File: config.mk
export PLATFORM = sky130hd
export DESIGN_NAME = scanchain_receiver
export DESIGN_NICKNAME = d
export VERILOG_FILES = /design/src/rtl/scanchain_pkg.sv /design/src/rtl/scan_sync.sv /design/src/rtl/scanchain_receiver.sv
export SDC_FILE = /design/constraint.sdc
export NUM_CORES = 1
export LEC_CHECK = 0
export ABC_CLOCK_PERIOD_IN_PS = 1800
export BUFFER_PORTS_ARGS = -buffer_cell sky130_fd_sc_hd__buf_2
export CORE_ASPECT_RATIO = 0.9
export CORE_MARGIN = 2
export CORE_UTILIZATION = 51
export CTS_BUF_LIST = sky130_fd_sc_hd__clkbuf_16
export CTS_CLUSTER_DIAMETER = 200
export DETAILED_ROUTE_END_ITERATION = 8
export HOLD_SLACK_MARGIN = 0.05
export PLACE_DENSITY = 0.81
export RECOVER_POWER = 25
export SLEW_MARGIN = 25
export SYNTH_ARGS = -nofsm -noshare
export SYNTH_HDL_FRONTEND = slang
export SYNTH_SLANG_ARGS = --single-unit
File: constraint.sdc
create_clock -name clk -period 1.8 [get_ports clk]
set_input_delay 0.45 -clock clk [delete_from_list [all_inputs] [get_ports clk]]
set_output_delay 0.45 -clock clk [all_outputs]
set_load 0.02 [all_outputs]
File: src/rtl/scanchain_pkg.sv
// Shared scan-chain frame geometry and receiver state encoding,
// used by both the scan-chain writer and the receiver.
package scanchain_pkg;

  localparam int ADDR_BITS    = 12;
  localparam int PAYLOAD_BITS = 160;
  localparam int FRAME_BITS   = ADDR_BITS + PAYLOAD_BITS;

  // Counter must hold FRAME_BITS+1 so over-long frames stay distinguishable.
  function automatic int cnt_width(input int frame_bits);
    return $clog2(frame_bits + 2);
  endfunction

  localparam int CNT_BITS = cnt_width(FRAME_BITS);

  typedef enum logic [0:0] {
    ST_IDLE  = 1'b0,
    ST_SHIFT = 1'b1
  } rx_state_t;

endpackage

File: src/rtl/scan_sync.sv
// Multi-flop synchronizer for one asynchronous scan input, with a history
// flop providing single-cycle rise/fall pulses in the clk domain.
module scan_sync #(
  parameter int STAGES = 2
) (
  input  logic clk,
  input  logic reset,
  input  logic async_in,
  output logic level,
  output logic rise,
  output logic fall
);

  logic [STAGES-1:0] sync_r;
  logic              hist_r;

  // Synchronizer chain and edge-detect history flop.
  always_ff @(posedge clk) begin
    if (reset) begin
      sync_r <= {STAGES{1'b0}};
      hist_r <= 1'b0;
    end else begin
      sync_r <= {sync_r[STAGES-2:0], async_in};
      hist_r <= sync_r[STAGES-1];
    end
  end

  assign level = sync_r[STAGES-1];
  assign rise  = sync_r[STAGES-1] & ~hist_r;
  assign fall  = ~sync_r[STAGES-1] & hist_r;

endmodule

File: src/rtl/scanchain_receiver.sv
// Receives serial scan-chain frames from an asynchronous scan clock domain
// and presents each decoded address/payload/reset-flag on a valid/ready port.
module scanchain_receiver
  import scanchain_pkg::*;
#(
  parameter int ADDR_BITS    = scanchain_pkg::ADDR_BITS,
  parameter int PAYLOAD_BITS = scanchain_pkg::PAYLOAD_BITS,
  parameter int SYNC_STAGES  = 2
) (
  input  logic                    clk,
  input  logic                    reset,
  input  logic                    scan_clk,
  input  logic                    scan_en,
  input  logic                    scan_in,
  input  logic                    scan_reset,
  output logic                    rx_valid,
  input  logic                    rx_ready,
  output logic [ADDR_BITS-1:0]    rx_addr,
  output logic [PAYLOAD_BITS-1:0] rx_payload,
  output logic                    rx_reset,
  output logic                    frame_error,
  output logic                    overflow,
  output logic                    busy
);

  localparam int FRAME_BITS = ADDR_BITS + PAYLOAD_BITS;
  localparam int CNT_BITS   = cnt_width(FRAME_BITS);
  localparam logic [CNT_BITS-1:0] CNT_FULL = CNT_BITS'(FRAME_BITS);
  localparam logic [CNT_BITS-1:0] CNT_SAT  = CNT_BITS'(FRAME_BITS + 1);

  logic sclk_rise_s, en_level_s, en_rise_s, en_fall_s, din_level_s, srst_level_s;

  scan_sync #(.STAGES(SYNC_STAGES)) u_sync_clk (
    .clk(clk), .reset(reset), .async_in(scan_clk),
    .level(), .rise(sclk_rise_s), .fall()
  );
  scan_sync #(.STAGES(SYNC_STAGES)) u_sync_en (
    .clk(clk), .reset(reset), .async_in(scan_en),
    .level(en_level_s), .rise(en_rise_s), .fall(en_fall_s)
  );
  scan_sync #(.STAGES(SYNC_STAGES)) u_sync_in (
    .clk(clk), .reset(reset), .async_in(scan_in),
    .level(din_level_s), .rise(), .fall()
  );
  scan_sync #(.STAGES(SYNC_STAGES)) u_sync_rst (
    .clk(clk), .reset(reset), .async_in(scan_reset),
    .level(srst_level_s), .rise(), .fall()
  );

  rx_state_t               state_r, next_state_s;
  logic [CNT_BITS-1:0]     cnt_r;
  logic [FRAME_BITS-1:0]   shift_r;
  logic                    frame_rst_r;
  logic [SYNC_STAGES:0]    flush_r;
  logic                    armed_r;
  logic                    start_s, load_s, err_s, ovf_s;
  logic                    rx_valid_r, rx_reset_r, frame_error_r, overflow_r, busy_r;
  logic [ADDR_BITS-1:0]    rx_addr_r;
  logic [PAYLOAD_BITS-1:0] rx_payload_r;

  // After reset the synchronizers refill from the pins; a still-high scan_en
  // would look like a fresh rising edge, so frames are only accepted once
  // scan_en has been seen low with the chain flushed.
  always_ff @(posedge clk) begin
    if (reset) begin
      flush_r <= {(SYNC_STAGES+1){1'b0}};
      armed_r <= 1'b0;
    end else begin
      flush_r <= {flush_r[SYNC_STAGES-1:0], 1'b1};
      if (flush_r[SYNC_STAGES] && !en_level_s) begin
        armed_r <= 1'b1;
      end else begin
        armed_r <= armed_r;
      end
    end
  end

  // FSM state register.
  always_ff @(posedge clk) begin
    if (reset) begin
      state_r <= ST_IDLE;
    end else begin
      state_r <= next_state_s;
    end
  end

  // FSM next-state logic.
  always_comb begin
    next_state_s = state_r;
    case (state_r)
      ST_IDLE: begin
        if (en_rise_s && armed_r) next_state_s = ST_SHIFT;
        else                      next_state_s = ST_IDLE;
      end
      ST_SHIFT: begin
        if (en_fall_s) next_state_s = ST_IDLE;
        else           next_state_s = ST_SHIFT;
      end
      default: next_state_s = ST_IDLE;
    endcase
  end

  // FSM outputs: frame start and end-of-frame disposition.
  always_comb begin
    start_s = 1'b0;
    load_s  = 1'b0;
    err_s   = 1'b0;
    ovf_s   = 1'b0;
    case (state_r)
      ST_IDLE: start_s = en_rise_s && armed_r;
      ST_SHIFT: begin
        if (en_fall_s) begin
          load_s = (cnt_r == CNT_FULL) && (!rx_valid_r || rx_ready);
          ovf_s  = (cnt_r == CNT_FULL) && rx_valid_r && !rx_ready;
          err_s  = (cnt_r != CNT_FULL);
        end else begin
          load_s = 1'b0;
        end
      end
      default: start_s = 1'b0;
    endcase
  end

  // Bit counter, shift register and sticky reset-write flag.
  always_ff @(posedge clk) begin
    if (reset || start_s) begin
      cnt_r       <= {CNT_BITS{1'b0}};
      shift_r     <= {FRAME_BITS{1'b0}};
      frame_rst_r <= 1'b0;
    end else if (state_r == ST_SHIFT && sclk_rise_s && en_level_s) begin
      if (cnt_r != CNT_SAT) cnt_r <= cnt_r + CNT_BITS'(1);
      if (cnt_r < CNT_FULL) shift_r <= {shift_r[FRAME_BITS-2:0], din_level_s};
      if (srst_level_s) frame_rst_r <= 1'b1;
    end
  end

  // Registered output port; a new load takes priority over an accept.
  always_ff @(posedge clk) begin
    if (reset) begin
      rx_valid_r    <= 1'b0;
      rx_addr_r     <= {ADDR_BITS{1'b0}};
      rx_payload_r  <= {PAYLOAD_BITS{1'b0}};
      rx_reset_r    <= 1'b0;
      frame_error_r <= 1'b0;
      overflow_r    <= 1'b0;
      busy_r        <= 1'b0;
    end else begin
      frame_error_r <= err_s;
      overflow_r    <= ovf_s;
      busy_r        <= (next_state_s == ST_SHIFT);
      if (load_s) begin
        rx_valid_r   <= 1'b1;
        rx_addr_r    <= shift_r[FRAME_BITS-1 -: ADDR_BITS];
        rx_payload_r <= shift_r[PAYLOAD_BITS-1:0];
        rx_reset_r   <= frame_rst_r;
      end else if (rx_ready) begin
        rx_valid_r <= 1'b0;
      end
    end
  end

  assign rx_valid    = rx_valid_r;
  assign rx_addr     = rx_addr_r;
  assign rx_payload  = rx_payload_r;
  assign rx_reset    = rx_reset_r;
  assign frame_error = frame_error_r;
  assign overflow    = overflow_r;
  assign busy        = busy_r;

endmodule

[Word-level counts from Yosys, hierarchy flattened]
Index checks and enable logic that the tools add are counted.
Word-level totals
  register bits: 372
  input port bits: 7
  output and inout bits: 177
  logic and storage cells: 58
Cells by class
  add/sub/neg operators: 1
  order comparisons: 1
  equality and inequality tests: 3
  muxes and demuxes: 9
  bitwise operators: 8
  reduce and logical (&&, ||, !) cells: 17
Operators by type and width (count)
  inequality test 8 bit (second input constant): 2
  adder 8 x 1 -> 8 bit (second input constant): 1
  == test 8 bit (second input constant): 1
  less-than comparator 8 bit (second input constant): 1
  two-way mux 1 bit: 8
  logical AND 1 bit: 7
  AND reduction 2 bit: 3
  inverter 1 bit: 5
  AND 1 bit: 3
  zero test 1 bit: 3
  OR reduction 3 bit: 1
  logical OR 1 bit: 2
  one-hot mux 1 bit (2 select lines): 1
  nonzero test 2 bit: 1

[Depth between registers and ports, before layout]
Gate-level depths: netlist (run 1).
  depth in word-level cells: 6
  mapped depth: 8
  depth with buffers taken out: 6

[Modules after synthesis]
Synthesis (run 1) repeated with hierarchy kept, for this count alone.
Second synthesis, totals
  cells, all modules: 1612
  area total of the unflattened synthesis: 12851.1 um^2
By module, submodules not included
  scanchain_receiver: instances 1, cells an instance 1580, area an instance 12485.7 um^2, seq. area each 7247.0 um^2
  scan_sync: instances 4, cells an instance 8, area an instance 91.3 um^2, seq. area each 60.1 um^2

[Least setup slack after synthesis (run 1)]
Ideal clock, no wire load.
  path kind: register -> register
  start: register cnt_r[0]
  end: register rx_payload_r[0], in the netlist rx_payload[0]
  library setup time: 0.132 ns
  data arrival time: 1.585 ns
  data required time: 1.668 ns
  setup slack: 0.083 ns
  stages on the path, launching flop included: 9
  buffers on the path: 2
  clock period less this slack: 1.717 ns
  cell sequence: dfxtp_1 -> inv_1 -> ha_1 -> nand3_1 -> or4_4 -> buf_6 -> buf_6 -> nand2_1 -> a21oi_1
On the way
  word-level cells in the longest chain between the ends: 4
RTL lines
  from (decl): RTL line scanchain_receiver.sv:51  | logic [CNT_BITS-1:0] cnt_r;
  from (signal assigned): RTL line scanchain_receiver.sv:127  | cnt_r <= {CNT_BITS{1'b0}};
  from (signal assigned): RTL line scanchain_receiver.sv:131  | if (cnt_r != CNT_SAT) cnt_r <= cnt_r + CNT_BITS'(1);
  == test 8 bit: RTL line scanchain_receiver.sv:113  | load_s = (cnt_r == CNT_FULL) && (!rx_valid_r || rx_ready);
  logical AND 1 bit: RTL line scanchain_receiver.sv:113
  two-way mux 1 bit: RTL line scanchain_receiver.sv:112  | if (en_fall_s) begin
  two-way mux 1 bit: RTL line scanchain_receiver.sv:109  | case (state_r)
  to (signal assigned): RTL line scanchain_receiver.sv:142  | rx_payload_r <= {PAYLOAD_BITS{1'b0}};
  to (signal assigned): RTL line scanchain_receiver.sv:154  | rx_payload_r <= shift_r[PAYLOAD_BITS-1:0];
  to (decl): RTL line scanchain_receiver.sv:59  | logic [PAYLOAD_BITS-1:0] rx_payload_r;
Every way passes these cells.
A chain may end at the register's enable or synchronous reset.

[Worst setup path in the final report (run 1)]
  start: register cnt_r[0]
  end: register rx_payload_r[133], in the netlist rx_payload[133]
The elaborated chain is that of the path after synthesis.

==> results of run 1 <==
[flip-flops by register name, indices dropped and copies added, names as in the netlist, 2 cells and up]
register,count
cnt_r,8
shift_r,172
u_sync_rst.sync_r,2
u_sync_en.sync_r,2
rx_addr,12
u_sync_clk.sync_r,2
rx_payload,160
flush_r,3
u_sync_in.sync_r,2
[timing repair]
action                                 4_1_cts  5_1_grt
cloned                                       1       16
gates resized for setup                     13       61
pin swaps                                    0       15
setup endpoints to repair                  119      290
endpoints found under the hold margin        0        0
setup buffers                                0        3
[Yosys cell counts (2+ instances only)]
cell,count
sky130_fd_sc_hd__nor2_1,14
sky130_fd_sc_hd__a211oi_1,2
sky130_fd_sc_hd__buf_1,3
sky130_fd_sc_hd__nand4_1,2
sky130_fd_sc_hd__nand2_1,692
sky130_fd_sc_hd__o21ai_0,5
sky130_fd_sc_hd__and2_1,2
sky130_fd_sc_hd__clkbuf_1,57
sky130_fd_sc_hd__nand3_1,5
sky130_fd_sc_hd__buf_2,39
sky130_fd_sc_hd__inv_1,5
sky130_fd_sc_hd__a21oi_1,349
sky130_fd_sc_hd__xor2_1,4
sky130_fd_sc_hd__buf_6,19
sky130_fd_sc_hd__nor2b_1,13
sky130_fd_sc_hd__dfxtp_1,372
sky130_fd_sc_hd__ha_1,3
[kinds of logic after synthesis]
group	synth area share (%)
and+or+nand+nor	22.3
DFF	57.8
AOI/OAI and AO/OA	14.2
buffers and inverters	5.07
xor gates and xnor gates	0.340
adders and majority gates	0.291
[stage by stage]
step	instances	cell area [um^2]
3_5_place_dp	2051	14100
4_1_cts	2119	15400
6_report	2138	16000
3_3_place_gp	2051	14100
2_1_floorplan	1602	12900
5_1_grt	2138	16000
[layout make-up]
class	instances	area, um^2
Sequential cell	372	7450
Timing Repair Buffer	245	1910
Tap cell	342	428
Clock inverter	28	231
Fill cell	2054	9000
Multi-Input combinational cell	1107	4970
Inverter	5	18.8
Clock buffer	39	976
[power by group]
group	total [uW]	switching [uW]	internal, uW
registers	8250	5.09	8250
clock network	7570	3080	4490
logic	194	152	42.3
total	16000	3240	12800
[how the worst min path moves through the flow]
stage                                    start                         endpoint  slack [ns]  cells after the start
2_1_floorplan               flush_r[0]$_DFF_P_            flush_r[1]$_SDFF_PP0_        0.41                      1
3_3_place_gp                flush_r[0]$_DFF_P_            flush_r[1]$_SDFF_PP0_        0.42                      1
3_5_place_dp   u_sync_rst.sync_r[0]$_SDFF_PP0_  u_sync_rst.sync_r[1]$_SDFF_PP0_        0.42                      1
4_1_cts                                scan_in   u_sync_in.sync_r[0]$_SDFF_PP0_        0.13                      2
5_1_grt                                scan_in   u_sync_in.sync_r[0]$_SDFF_PP0_        0.14                      2
6_report                               scan_in   u_sync_in.sync_r[0]$_SDFF_PP0_        0.15                      2
[metal layers]
metal  vias to the layer above  part of all wire (%)  global-route usage, %
li1                       5496                     -                      -
met1                      5222                    45                   28.2
met2                       330                    47                   33.3
met3                        61                   5.6                   3.33
met4                         0                   2.1                   5.97
met5                         -                     0                      0
==> flow_results.org, run 1 <==
** Outcome
- Status :: finished with violations
- The final reports fail on negative setup slack.

** Synth
- Proportion of synthesized chip area in sequential cells :: between 50% and 60%
- Number of synthesized flops with an enable pin :: 0
- Area of the mapped netlist :: 0.0129 mm^2
- When the netlist entered floorplanning its net count stood at between 1500 and 2000.
- Flip-flop cell with the highest count after synthesis :: sky130_fd_sc_hd__dfxtp_1
- For this run, asynchronously set or reset flops after synthesis account for 0%.
- Synth cell types :: 33
- Top cell type's share of synthesized area :: around 58%
- Synth Instances :: 1602
- Summed over all instances, the cell type with the most area after synthesis is sky130_fd_sc_hd__dfxtp_1.
- Synth Area per Inst :: 8.05 um^2
- During synthesis, Yosys emitted a total of 0 warnings.
- In the post-synthesis netlist, the biggest area contributors are sky130_fd_sc_hd__dfxtp_1 58%, sky130_fd_sc_hd__nand2_1 20%, sky130_fd_sc_hd__a21oi_1 14%, sky130_fd_sc_hd__buf_6 1.7%, sky130_fd_sc_hd__clkbuf_1 1.7%.
- Number of flip-flops and latches in the synthesized netlist :: 372

** Route
- Total routed wirelength :: just over 30000 um
- Detailed-route via count :: about 11000
- Dividing the detail-routed via count by the number of cells gives ~5.2.
- After detailed routing, the number of remaining DRC violations is 0.
- The first TritonRoute pass finished after 7 iterations.
- Wirelength per Cell :: about 14 um
- The count of nets left with antenna violations once routing finished came out at 0.
- The detailed router finished its first iteration with 908 violations.

** Power and ir drop
- In this run the static leakage power is 0.00592 uW.
- VDD sags by at most roughly 0.65 mV.
- Power density normalized to cell area :: 1000 mW/mm^2
- Post-route total power :: between 15000 and 20000 uW

** Clocking
- Hold-fix buffer count after cts :: 0
- Root buffer cell :: sky130_fd_sc_hd__clkbuf_16
- TritonCTS created 37 clock buffers.
- CTS tree :: done
- The clock passes through at most 3 buffers.
- Clock tree synthesis found a total of ~370 sinks.
- Clock-pin slew was measured on the worst setup and hold paths at about 0.06 ns.
- Clock latency on the worst-skew pair, taken at its later pin, is between 0.5 and 0.6 ns.
- CTS HTree Levels :: 2

** Placement
- Before CTS, the worst setup slack after placement is -0.0294 ns.
- Final weighted congestion in routability-driven placement :: around 0.78
- During placement, the flow inserted port buffers numbering around 180.
- Summed over all nets, the half-perimeter wirelength after detailed placement is 17000 um.

** STA
- Time the worst path needs with I/O delays and setup :: 1.86 ns
- The worst pin sits at a relative slew slack of about three fifths.
- Slew at the pin with the worst max-slew slack :: ~0.63 ns
- In the final timing run, aggregate negative setup slack is -0.722 ns.
- On the final layout, the worst hold slack is approximately 0.15 ns.
- In the post-route analysis, the smallest setup slack over all paths is -0.0596 ns.
- Clock skew on the completed layout was measured at 0.00875 ns.
- Period utilisation layout :: 103%
- Setup repair after global routing could not meet its margin everywhere.
- Count of endpoints failing setup in the final report :: roughly 40
- Pins over their slew limit :: 0
- Fmax :: 0.538 GHz
- The number of hold violations in the final report is 0.

** Die
- Initial core utilization :: roughly 52%
- Number of placement rows :: 55
- In this run the standard cell core region covers 0.0250 mm^2.
- From bottom edge to top edge, the die measures 155 um.
- Die boundary width :: 172 um
- Ports placed on the boundary :: 184
- Die outline area :: 0.0266 mm^2

** Hold path
- Class of the tightest hold or removal check :: input pin to flop

** Setup path
- R2R setup slack :: -0.06 ns
- Buffers plus inverters on the worst setup path :: 3
- Data arrival time at the worst-slack endpoint :: around 2.2 ns
- Critical path cell sequence :: inv_2 > ha_4 > nand3_2 > or4_4 > buf_12 > clkbuf_16 > nand2_1 > a21oi_1
- STA puts the critical path data required time at 2.17 ns.
- Crit-path max FO :: 9
- Setup crit end :: rx_payload[133]$_SDFFE_PP0P_
- CP max-delay cell :: sky130_fd_sc_hd__or4_4
- Register-to-Register Path Depth :: 8
- The worst setup path is launched from a flop.
- Crit path kind :: flop to flop
- Largest delay share family, worst path :: simple AND/OR/NAND/NOR gates
- The worst setup path is captured at a flop.
- R2r startpoint :: cnt_r[0]$_SDFFE_PP0P_
- CP peak stage delay :: approximately 0.62 ns
- Critical Path Source :: cnt_r[0]$_SDFFE_PP0P_
- Critical path depth :: 8
- The worst register-to-register path ends at rx_payload[133]$_SDFFE_PP0P_.

** Global route
- Via count of the first global-routing pass :: 9603
- Largest net degree at the start of global routing :: roughly 110
- Overall global routing resource usage :: 20.5%
- The first global-routing pass estimated roughly 46000 um of wire.
- Number of antenna violations at the first check in global routing :: 0
- Summed over all layers, the global routing overflow is 0.

** Finish
- Final-stage net count :: about 1800
- Once layout is complete, the utilization of the core stands at a little under two thirds.
- The repair_antennas step left the layout with diodes totalling 0.
- The top cell types in the final layout, fill and taps aside, are 680 x sky130_fd_sc_hd__nand2_1, 368 x sky130_fd_sc_hd__dfxtp_1, 334 x sky130_fd_sc_hd__a21oi_1.
- The post-route netlist has around a fifth of its cells at a drive strength greater than 1.
- Compared with the post-synthesis result, the final layout area differs by 24.0%.
- Leaving out fill and tap cells, the most frequent cell in the layout is sky130_fd_sc_hd__nand2_1.

** Job
- Max Cap Violations :: 0
Power figures use the tool's default switching activity.
==> run 2: changes to the inputs <==
--- a/config.mk
+++ b/config.mk
@@ -7,7 +7,7 @@
 export LEC_CHECK = 0
 export ABC_CLOCK_PERIOD_IN_PS = 1800
 export BUFFER_PORTS_ARGS = -buffer_cell sky130_fd_sc_hd__buf_2
-export CORE_ASPECT_RATIO = 0.9
+export CORE_ASPECT_RATIO = 0.75
 export CORE_MARGIN = 2
 export CORE_UTILIZATION = 51
 export CTS_BUF_LIST = sky130_fd_sc_hd__clkbuf_16
==> run 2 against run 1 <==
  * The run still ends with negative setup slack left
  * Core utilization is 1.2 points higher
  * Register-to-register slack worse by 0.02 ns
  * First-iteration DRC count up 3.0%
  * Via count up 2.2%
  * Final area up 1.6%
  * Sequential power is essentially flat
  * Combinational power barely moved
  * Fmax down 1.0%
  * Sequential share of layout area is 0.74 points lower
  * Die area hardly changed
  * Clock-buffer cell count decreased by 2
  * Routed wire length is 7.8% higher
  * Largest power group unchanged
  * Highest routed layer unchanged
==> flow_results.org, run 2 (same netlist as run 1, synthesis figures left out) <==
** Outcome
- The flow ran to the end, but the final reports show violations.
- The final reports fail on negative setup slack.

** STA
- Setup repair after global routing could not meet its margin everywhere.
- Pins over their slew limit :: 0
- Slew at the pin with the worst max-slew slack :: just under 0.5 ns
- Static timing analysis puts the maximum clock frequency at roughly 0.53 GHz.
- Worst-case hold slack :: roughly 0.16 ns
- Slew HR :: between 60% and 70%
- The final critical path takes up 104% of the cycle.
- Fin worst setup slack :: -0.0785 ns
- Total count of hold-check failures in the final report :: 0
- Subtracting the final worst setup slack from the clock period gives 1.88 ns.
- Count of endpoints failing setup in the final report :: around 140
- Worst-case clock skew :: about 0.016 ns

** Finish
- The number of antenna diodes in the final layout is 0.
- After filler insertion, the fill cell instance count of the layout stands at approximately 2000.
- Cells fill 65.2% of the core in the end.
- Leading cell type in the layout, fill and taps excluded :: sky130_fd_sc_hd__nand2_1
- In the layout the commonest cells are 642 x sky130_fd_sc_hd__nand2_1, 368 x sky130_fd_sc_hd__dfxtp_1, 332 x sky130_fd_sc_hd__a21oi_1.
- Register containing the most flip-flops in the final layout :: shift_r
- Flip-flop count of the largest register after layout :: about 170
- Final std cell area, no fill :: 0.0162 mm^2
- Share of post-route cells with drive strength above 1 :: between 20% and 30%
- Count of placed standard cells in the final layout, fillers left out :: approximately 2100
- The area growth from synthesis to layout is 26.0%.
- Final-stage net count :: roughly 1800

** Clocking
- For the worst-skew pair, the clock arrives at the later sink with an insertion delay of 0.52 ns.
- Counting along the longest clock path gives a buffer depth of 3.
- Clock-pin slew on the worst setup and hold paths :: roughly 0.060 ns
- Root buffer cell :: sky130_fd_sc_hd__clkbuf_16
- Sink Count :: 372
- The H-tree generated during clock tree synthesis spans 2 levels.
- Number of buffers inserted during clock tree synthesis :: 36
- In this run, post-CTS hold repair placed 0 buffers.
- TritonCTS built the clock tree.

** Setup path
- Required arrival time at the worst endpoint :: ~2.2 ns
- Kind of end point of the critical path :: flop
- Category of the worst setup path launch point :: flop
- For flop-to-flop paths, the worst setup slack is -0.08 ns.
- Data arrival time at the worst-slack endpoint :: ~2.3 ns
- Of all nets on the critical path, the largest fanout is 16.
- The setup path with the least slack is of type flop to flop.

** Power and ir drop
- Internal power comes to roughly 12000 uW.
- Power density normalized to cell area :: around 960 mW/mm^2
- The clock network burns 46.1% of the power.
- Share of power burned in combinational logic :: 1.2%
- The completed layout was analyzed and its total power is between 15000 and 20000 uW.
- Net switching power of the design :: between 3000 and 4000 uW
- Per report_power, the sequential group accounts for 52.7% of the total.
- The analysis attributes to cell leakage a power of ~0.0060 uW.
- Max rail drop VDD :: 0.873 mV
- Switching power as a share of total power :: 20.6%

** Die
- During I/O placement, the number of pins put on the boundary was roughly 180.
- Initial core utilization :: between 50% and 60%
- In this run the core area contains 50 standard-cell rows.
- The floorplan step set the die width to ~190 um.
- In this run the standard cell core region covers roughly 0.025 mm^2.
- Die Ht :: between 100 and 150 um
- The die covers 0.0266 mm^2.

** Global route
- Overall global routing resource usage :: 22.2%
- Entering global routing, the biggest net connects between 90 and 100 pins.
- First-pass GRT wire length :: around 50000 um
- Number of antenna violations at the first check in global routing :: 0
- The number of global-route vias before repair was ~10000.
- Global route overflow :: 0

** Route
- Count of routing violations after the opening detailed-route iteration :: 935
- In the final routed layout, each cell accounts on average for roughly 15 um.
- Routed via count divided by cell count :: approximately 5.3
- The detail route stage leaves a number of antenna-violating nets equal to 0.
- First-pass iteration count of the detailed router :: 6
- After detailed routing, the number of remaining DRC violations is 0.
- Across all layers, the routed design uses between 10000 and 15000 vias.
- After detailed routing, the total wire length is roughly 33000 um.

** Placement
- Post-DP Area :: around 0.014 mm^2
- HPWL Detailed :: ~18000 um
- Number of placed cells counting well taps :: between 2000 and 2500
- Port bufs :: about 180
- Final weighted congestion in routability-driven placement :: 0.764

** Hold path
- The min-delay analysis places its worst path in the category input pin to flop.

** Job
- Max Cap Violations :: 0
[run 2: cell count changes in the layout (fill, tap and decap cells not counted), moves of 2 or more]
| cell | delta |
|---|---|
| sky130_fd_sc_hd__clkinv_2 | -2 |
| sky130_fd_sc_hd__clkbuf_16 | -3 |
| sky130_fd_sc_hd__buf_16 | +5 |
| sky130_fd_sc_hd__a21oi_2 | +2 |
| sky130_fd_sc_hd__buf_6 | -3 |
| sky130_fd_sc_hd__nand2_4 | +8 |
| sky130_fd_sc_hd__nand2_2 | +30 |
| sky130_fd_sc_hd__buf_4 | +2 |
| sky130_fd_sc_hd__nand2_1 | -38 |
| sky130_fd_sc_hd__buf_12 | +4 |
| sky130_fd_sc_hd__a21oi_1 | -2 |
| sky130_fd_sc_hd__clkinv_1 | -2 |
[run 2: area by class of cell]
cell class              instances  area, um^2  share of cell area (%)
repair buffers                253        2120                    13.0
multi-input cells            1107        5110                    31.5
flip-flops and latches        372        7450                    45.9
inverters                       5        18.8                   0.116
clock inverters                25         195                    1.20
well taps                     338         423                    2.60
clock buffers                  37         926                    5.70
[run 2: power groups by stage]
stage | clock (uW) | sequential, uW | combinational (uW)
after detailed placement | 0 | 8430 | 188
after global placement | 0 | 8430 | 186
after global routing | 7690 | 8250 | 208
after floorplan | 0 | 8430 | 129
after CTS | 7340 | 8250 | 189
final | 7210 | 8250 | 193
[run 2: metal layers]
metal  global-route usage (%)  wire length [um]  vias to the layer above
met2                     35.8             15400                      389
met5                        0                 0                        -
met4                     7.87               913                        0
li1                         -                 -                     5502
met3                     3.96              1920                       68
met1                     30.3             14900                     5393
[run 2: worst max-delay path: stages, from the launching register on]
cell	delay [ns]
sky130_fd_sc_hd__dfxtp_2	0.32
sky130_fd_sc_hd__inv_2	0.07
sky130_fd_sc_hd__ha_4	0.13
sky130_fd_sc_hd__nand3_2	0.07
sky130_fd_sc_hd__or4_4	0.60
sky130_fd_sc_hd__clkbuf_16	0.22
sky130_fd_sc_hd__buf_12	0.15
sky130_fd_sc_hd__nand2_1	0.09
sky130_fd_sc_hd__a21oi_1	0.08
[run 2: repair_timing]
item                       in CTS  in global routing
pin swaps                       7                 15
setup endpoints to repair     139                173
resized for setup              30                 90
buffers inserted                4                  3
gates cloned                    7                 14
[run 2: path summary, 6_finish.rpt]
| kind | to | start | cells past startpoint |
|---|---|---|---|
| setup / recovery | rx_payload[102]$_SDFFE_PP0P_ | cnt_r[1]$_SDFFE_PP0P_ | 8 |
| hold / removal | u_sync_en.sync_r[0]$_SDFF_PP0_ | scan_en | 2 |
| setup reg to reg | rx_payload[102]$_SDFFE_PP0P_ | cnt_r[1]$_SDFFE_PP0P_ | 8 |
| hold reg to reg | u_sync_clk.sync_r[1]$_SDFF_PP0_ | u_sync_clk.sync_r[0]$_SDFF_PP0_ | 1 |
[run 2: metrics by stage]
step           TNS, ns  worst slack, ns
6_report         -3.40          -0.0785
3_5_place_dp     -1.43          -0.0603
4_1_cts          -3.07          -0.0493
3_3_place_gp   -0.0192          -0.0151
5_1_grt         -16.95           -0.168
2_1_floorplan        0           0.0828
